### config.mk
export PLATFORM = sky130hd
export DESIGN_NAME = alu_result_fifo
export DESIGN_NICKNAME = d
export VERILOG_FILES = /design/src/rtl/alu_pkg.sv /design/src/rtl/alu_res_mem.sv /design/src/rtl/alu_result_fifo.sv
export SDC_FILE = /design/constraint.sdc
export NUM_CORES = 1
export LEC_CHECK = 0
export CORE_MARGIN = 8
export CORE_UTILIZATION = 45
export DETAILED_ROUTE_END_ITERATION = 10
export GPL_TIMING_DRIVEN = 0
export PLACE_DENSITY_LB_ADDON = 0.15
export SYNTH_ARGS = -nofsm -noshare
export SYNTH_HDL_FRONTEND = slang
export SYNTH_SLANG_ARGS = --single-unit
### constraint.sdc
create_clock -name clk -period 2.79 [get_ports clk]
set_input_delay 0.558 -clock clk [delete_from_list [all_inputs] [get_ports clk]]
set_output_delay 0.558 -clock clk [all_outputs]
set_load 0.1 [all_outputs]
### src/rtl/alu_pkg.sv
// Shared definitions for the ALU and its downstream result FIFO.
//   ALU_W      : ALU datapath width
//   alu_op_t   : 3-bit op code type, plus the op encoding constants
//   alu_res_t  : one FIFO entry {op, carry, zero, result}
package alu_pkg;

  localparam int ALU_W = 32;

  typedef logic [2:0] alu_op_t;

  localparam alu_op_t OP_ADD  = 3'b000;
  localparam alu_op_t OP_SUB  = 3'b001;
  localparam alu_op_t OP_AND  = 3'b010;
  localparam alu_op_t OP_OR   = 3'b011;
  localparam alu_op_t OP_XOR  = 3'b100;
  localparam alu_op_t OP_NAND = 3'b101;
  localparam alu_op_t OP_SHL  = 3'b110;
  localparam alu_op_t OP_SHR  = 3'b111;

  typedef struct packed {
    alu_op_t            op;
    logic               carry;
    logic               zero;
    logic [ALU_W-1:0]   result;
  } alu_res_t;

endpackage

### src/rtl/alu_res_mem.sv
// Entry storage for the ALU result FIFO: DEPTH x WIDTH register array,
// one synchronous write port, one asynchronous (show-ahead) read port.
// Contents are deliberately not reset.
//   clk      : rising-edge clock
//   wr_en    : write strobe
//   wr_addr  : write slot
//   wr_data  : entry to store
//   rd_addr  : read slot
//   rd_data  : entry at rd_addr, combinational
module alu_res_mem #(
  parameter int WIDTH = 35,
  parameter int DEPTH = 4,
  localparam int PTR_W = $clog2(DEPTH)
) (
  input  logic             clk,
  input  logic             wr_en,
  input  logic [PTR_W-1:0] wr_addr,
  input  logic [WIDTH-1:0] wr_data,
  input  logic [PTR_W-1:0] rd_addr,
  output logic [WIDTH-1:0] rd_data
);

  logic [WIDTH-1:0] mem [DEPTH];

  // One enable-decoded register per slot.
  generate
    for (genvar gi = 0; gi < DEPTH; gi++) begin : g_slot
      always_ff @(posedge clk) begin
        if (wr_en && (wr_addr == PTR_W'(gi))) begin
          mem[gi] <= wr_data;
        end
      end
    end
  endgenerate

  assign rd_data = mem[rd_addr];

endmodule

### src/rtl/alu_result_fifo.sv
// Show-ahead FIFO capturing ALU results with their zero/carry flags and op
// code, with valid/ready on both sides and saturating flag statistics.
//   clk, rst_n                 : clock, asynchronous active-low reset
//   in_valid/in_ready          : producer handshake (in_ready = !full)
//   in_result/zero/carry/op    : entry presented by the ALU
//   out_valid/out_ready        : consumer handshake (out_valid = !empty)
//   out_result/zero/carry/op   : head entry, forced to 0 while empty
//   level                      : occupied entries
//   clr_stats                  : synchronous clear of both counters
//   zero_cnt/carry_cnt         : saturating counts of accepted flags
module alu_result_fifo
  import alu_pkg::*;
#(
  parameter int DATA_W = 32,
  parameter int DEPTH  = 4,
  parameter int CNT_W  = 16
) (
  input  logic                     clk,
  input  logic                     rst_n,
  input  logic                     in_valid,
  output logic                     in_ready,
  input  logic [DATA_W-1:0]        in_result,
  input  logic                     in_zero,
  input  logic                     in_carry,
  input  alu_op_t                  in_op,
  output logic                     out_valid,
  input  logic                     out_ready,
  output logic [DATA_W-1:0]        out_result,
  output logic                     out_zero,
  output logic                     out_carry,
  output alu_op_t                  out_op,
  output logic [$clog2(DEPTH):0]   level,
  input  logic                     clr_stats,
  output logic [CNT_W-1:0]         zero_cnt,
  output logic [CNT_W-1:0]         carry_cnt
);

  localparam int PTR_W   = $clog2(DEPTH);
  localparam int LVL_W   = PTR_W + 1;
  localparam int ENTRY_W = DATA_W + 5;

  logic [PTR_W-1:0]   wr_ptr_reg, rd_ptr_reg;
  logic [LVL_W-1:0]   level_reg, level_next;
  logic [CNT_W-1:0]   zero_cnt_reg, carry_cnt_reg;
  logic               full, empty, wr_en, rd_en;
  logic [ENTRY_W-1:0] wr_data, rd_data;

  // Occupancy alone decides full/empty, so pointers may wrap freely.
  assign full  = (level_reg == LVL_W'(DEPTH));
  assign empty = (level_reg == '0);
  assign wr_en = in_valid && !full;
  assign rd_en = out_ready && !empty;

  assign wr_data = {in_op, in_carry, in_zero, in_result};

  alu_res_mem #(
    .WIDTH (ENTRY_W),
    .DEPTH (DEPTH)
  ) u_mem (
    .clk     (clk),
    .wr_en   (wr_en),
    .wr_addr (wr_ptr_reg),
    .wr_data (wr_data),
    .rd_addr (rd_ptr_reg),
    .rd_data (rd_data)
  );

  always_comb begin
    level_next = level_reg;
    case ({wr_en, rd_en})
      2'b10:   level_next = level_reg + 1'b1;
      2'b01:   level_next = level_reg - 1'b1;
      default: level_next = level_reg;
    endcase
  end

  always_ff @(posedge clk or negedge rst_n) begin
    if (!rst_n) begin
      wr_ptr_reg <= '0;
      rd_ptr_reg <= '0;
      level_reg  <= '0;
    end else begin
      if (wr_en) wr_ptr_reg <= wr_ptr_reg + 1'b1;
      if (rd_en) rd_ptr_reg <= rd_ptr_reg + 1'b1;
      level_reg <= level_next;
    end
  end

  // Clear wins over a same-cycle increment; counters stick at all-ones.
  always_ff @(posedge clk or negedge rst_n) begin
    if (!rst_n) begin
      zero_cnt_reg  <= '0;
      carry_cnt_reg <= '0;
    end else if (clr_stats) begin
      zero_cnt_reg  <= '0;
      carry_cnt_reg <= '0;
    end else if (wr_en) begin
      if (in_zero && (zero_cnt_reg != {CNT_W{1'b1}}))
        zero_cnt_reg <= zero_cnt_reg + 1'b1;
      if (in_carry && (carry_cnt_reg != {CNT_W{1'b1}}))
        carry_cnt_reg <= carry_cnt_reg + 1'b1;
    end
  end

  assign in_ready   = !full;
  assign out_valid  = !empty;
  // Storage is never reset, so mask the head while nothing is held.
  assign out_result = empty ? '0 : rd_data[DATA_W-1:0];
  assign out_zero   = empty ? 1'b0 : rd_data[DATA_W];
  assign out_carry  = empty ? 1'b0 : rd_data[DATA_W+1];
  assign out_op     = empty ? '0 : alu_op_t'(rd_data[DATA_W+4:DATA_W+2]);
  assign level      = level_reg;
  assign zero_cnt   = zero_cnt_reg;
  assign carry_cnt  = carry_cnt_reg;

endmodule

# Word level (Yosys, flattened, before mapping)
# Memories as Yosys holds them, arrays and structs flattened.
# Index checks and enable logic that the tools add are counted.
# W data, S select, Z words.
[op_classes]
addsub = 6
muxes = 28
eq_ne = 8
reduce_logical = 21
[op_table]
columns = ["op", "count"]
rows = [
  ["$mux W37", 3],
  ["$reduce_or A37 Y1", 3],
  ["$mux W16", 6],
  ["$add A16 B1 Y16 const B", 2],
  ["$mux W32", 1],
  ["$ne A16 B16 Y1 const B", 2],
  ["$mux W1", 13],
  ["$logic_and A1 B1 Y1", 8],
  ["$reduce_bool A2 Y1", 4],
  ["$eq A2 B2 Y1 const B", 3],
  ["$mux W2", 3],
  ["$pmux W3 S2", 1],
  ["$add A2 B1 Y2 const B", 2],
  ["$eq A2 B1 Y1 const B", 2],
  ["$reduce_and A2 Y1", 2],
  ["$add A3 B1 Y3 const B", 1],
  ["$eq A3 B3 Y1 const B", 1],
  ["$logic_not A3 Y1", 1],
  ["$mux W3", 1],
  ["$sub A3 B1 Y3 const B", 1],
  ["$logic_not A1 Y1", 2],
  ["$logic_not A2 Y1", 1],
]
[totals]
n_memories = 1
out_inout_bits = 74
reg_bits = 39
ram_bits = 148
in_bits = 42
[memory_table]
columns = ["memory", "words", "width", "rd", "rd_clocked_by_memory_dff", "wr", "line_no", "rtl"]
rows = [
  ["u_mem.mem", 4, 37, 1, 0, 1, "alu_res_mem.sv:23", "logic [WIDTH-1:0] mem [DEPTH];"],
]

# Longest topological paths before layout
[logic_depth]
ltp_word = 10
depth_mapped = 9
ltp_nobuf = 8

# By module
# From an unflattened synthesis, not the netlist that was laid out.
[hier_totals]
hier_cells = 450
area_unflattened_um2 = 7771.2
[by_module_without_submodules]
columns = ["module", "area_per_inst_um2", "n_inst", "cells_each"]
rows = [
  ["alu_res_mem", 5426.5, 1, 197],
  ["alu_result_fifo", 2344.7, 1, 253],
]

# Worst setup path after synthesis
# No wires, ideal clock.
[synth_timing]
kind = "reg-to-output"
start = "reg level_reg[0], in the netlist level[0]"
end = "out out_op[0]"
path_buffers = 1
path_stages_with_launch = 4
path_slack_ps = -819
arrival_ps = 3051
cell_sequence = "dfrtp_1 > or3_1 > clkbuf_1 > and2_1"
[synth_via]
elab_chain_cells = 2
[synth_rtl]
columns = ["item", "line_no", "rtl"]
rows = [
  ["start, declared", "alu_result_fifo.sv:43", "logic [LVL_W-1:0] level_reg, level_next;"],
  ["start signal, assigned", "alu_result_fifo.sv:85", "level_reg <= level_next;"],
  ["$logic_not A3 Y1", "alu_result_fifo.sv:50", "assign empty = (level_reg == '0);"],
  ["$mux W3", "alu_result_fifo.sv:111", "assign out_op = empty ? '0 : alu_op_t'(rd_data[DATA_W+4:DATA_W+2]);"],
  ["end, declared", "alu_result_fifo.sv:31", "output alu_op_t out_op,"],
]
# No other way between the ends.

# Final worst setup path
[layout_timing]
start = "reg rd_ptr_reg[0]"
end = "out out_result[31]"
[layout_via]
elab_chain_cells = 2
[layout_rtl]
columns = ["item", "line_no", "rtl"]
rows = [
  ["start, declared", "alu_result_fifo.sv:42", "logic [PTR_W-1:0] wr_ptr_reg, rd_ptr_reg;"],
  ["start signal, assigned", "alu_result_fifo.sv:84", "if (rd_en) rd_ptr_reg <= rd_ptr_reg + 1'b1;"],
  ["$mem_v2 Z4 W37", "n/a", ""],
  ["$mux W32", "alu_result_fifo.sv:108", "assign out_result = empty ? '0 : rd_data[DATA_W-1:0];"],
  ["end, declared", "alu_result_fifo.sv:28", "output logic [DATA_W-1:0] out_result,"],
]
# No other way between the ends.

==> metrics <==
via count of the first global-routing pass 4697; max-capacitance violation count 0; Starting Density 45.5%; Commonest cells post-synth sky130_fd_sc_hd__edfxtp_1 (148), sky130_fd_sc_hd__dfrtp_1 (39), sky130_fd_sc_hd__and2_1 (38); critical path class reg -> out; biggest area contributors in the synthesized netlist sky130_fd_sc_hd__edfxtp_1 (57%), sky130_fd_sc_hd__dfrtp_1 (13%), sky130_fd_sc_hd__mux4_2 (11%); routed wire length between 15000 and 20000 µm; kind of launch point of the worst setup path register; number of warnings printed during yosys synthesis 0; Synth Cell Area 7760 µm²; total I/O pin count approximately 120; async set-reset flop share out of synthesis 20.9%; DRT Pass-1 Iters 5; Diodes inserted 0; Vias 4431; Synthesized Nets between 500 and 600; num rows 48; cell with the biggest individual delay on the critical path sky130_fd_sc_hd__mux4_2; global-route wire length before repair 25200 µm; deepest clock path buffer count 2; # clock sinks 187; H-tree Lvls 4; worst hold path type in -> async; die area 21700 µm²; Synth Flop Type sky130_fd_sc_hd__edfxtp_1; register bit total from synthesis ~190; synthesis-to-finish area growth 26.0%; initial detailed-routing violation count 180; Chip Width 147 µm; average routed wire per standard cell 19.1 µm; nets@finish roughly 650; run status completed; Max Fclk 367 MHz; crit-path cells buf_12 > mux4_2 > and2_1 > clkdlybuf4s15_2; leading cell type by number of instances after synthesis sky130_fd_sc_hd__edfxtp_1; TritonCTS clock tree yes; max FFs per register 148; Avg Vias per Cell 5.30; cell count after placement 805; number of input and output port buffers inserted 113; number of distinct library cells after synthesis between 40 and 50; residual DRC count 0; cts-stage hold buffer count 0; total half-perimeter wirelength after legalization and detailed placement 10600 µm; global route overflow 0; Worst Path Required 2.23 ns; Slew HR 31.3%; number of standard cells after synthesis between 400 and 500; share of the cycle needed by the critical path after routing 97.5%; clock-pin slew on the worst setup and hold paths 0.06 ns; number of hold violations in the final report 0; max incr delay on CP 0.49 ns; top cell family by delay on the critical path buffers and inverters; sequential fraction of the synthesis area 69.8%; arrival time at the worst endpoint 2.16 ns; Worst Path Buf+Inv 2; count of pins over their slew limit 0; transition time of the tightest slew-check pin 1.03 ns; pre-CTS WS -0.641 ns; Filler Cell Count 1397; Yosys top cell area share 57.2%; number of setup violations in the final report 0; clock latency on the worst-skew pair 0.42 ns; final worst slack 0.0687 ns; Final min period between 2 and 3 ns; die height 147 µm; crit path capture type output pin; final weighted congestion in routability-driven placement 0.833; Mean Syn Cell Area around 17 µm²; EDFF count, synth 148; remaining number of nets flagged by the antenna check after routing 0; clock root cell sky130_fd_sc_hd__clkbuf_16; placeable core region approximately 17000 µm²; worst-case clock skew 0.00654 ns; largest net degree at the start of global routing 38; CTS Buf Count 17; top cell type by total area after synthesis sky130_fd_sc_hd__edfxtp_1; largest driver fanout on the critical path 10; initial antenna violation count 0; overall track demand over capacity in global routing 15.2%; number of post-CTS setup repair buffers 0; share of cells above drive strength 1 24.5%; Finished Layout Cells approximately 840
## cell type report
| class | count | area (µm²) | area share, % |
|---|---|---|---|
| timing repair buffer | 117 | 1110 | 11.3 |
| inverter | 5 | 18.8 | 0.192 |
| clock inverter | 11 | 123 | 1.25 |
| sequential | 187 | 5420 | 55.5 |
| tap | 225 | 282 | 2.88 |
| buffer | 19 | 133 | 1.36 |
| multi-input combinational | 252 | 2260 | 23.1 |
| clock buffer | 20 | 437 | 4.46 |
## what timing repair did
action,in CTS,in global routing
resized for setup,221,8
endpoints found under the setup margin,39,32
hold endpoints to repair,0,0
## logic make-up after synthesis
kind of cell / after synthesis / share of synthesized area, %
compound gates: 10 / 0.741
xor+xnor: 30 / 3.38
fa+ha+maj: 8 / 1.39
buf+inv: 24 / 1.32
flops: 187 / 69.8
mux: 41 / 11.3
simple gates: 163 / 12.1
## placed cells by master, fill, tap and decap left out, drive strengths merged, types with 7 or more instances in the layout
cell	netlist	routed
and2	39	39
and3	9	9
buf	8	48
clkbuf	11	30
clkdlybuf4s50	0	73
clkinv	0	7
dfrtp	39	39
edfxtp	148	148
ha	7	7
mux4	37	37
nand2	17	17
nand3	17	17
nand4	9	9
nor2	37	37
nor3	9	9
nor4	9	9
xnor2	24	24
## metrics by stage
stage | util, % | hold slack [ns] | cell area [µm²] | setup TNS [ns]
global route | 57.3 | 0.0720 | 9780 | -0.0235
finish | 57.3 | 0.0606 | 9780 | 0
detailed placement | 54.4 | 0.504 | 9270 | -17.42
floorplan | - | 0.262 | 7780 | 0
global placement | 53.9 | 0.500 | 9190 | -33.41
CTS | 57.3 | 0.0575 | 9780 | 0
## layer usage
metal	global-route usage (%)	share of wire (%)
met3	5.08	6.4
met4	5.35	1.1
met2	25.8	51
met5	0	0
met1	17.7	42
## worst paths after layout
check / from / end / slack [ns] / depth (start not counted)
setup / recovery: rd_ptr_reg[0] / out_result[31] / 0.07 / 4
hold / removal: rst_n / zero_cnt[11] / 0.06 / 1
setup reg to reg: level[0] / level[2] / 0.43 / 9
hold reg to reg: level[2] / level[2] / 0.53 / 1
max in group asynchronous: rst_n / carry_cnt[2] / 2.25 / 2
min in group clk: level[2] / level[2] / 0.53 / 1
Power is left out: the tool's default activity adds up to more than one toggle a clock period on the data nets, which glitch-free logic cannot reach.
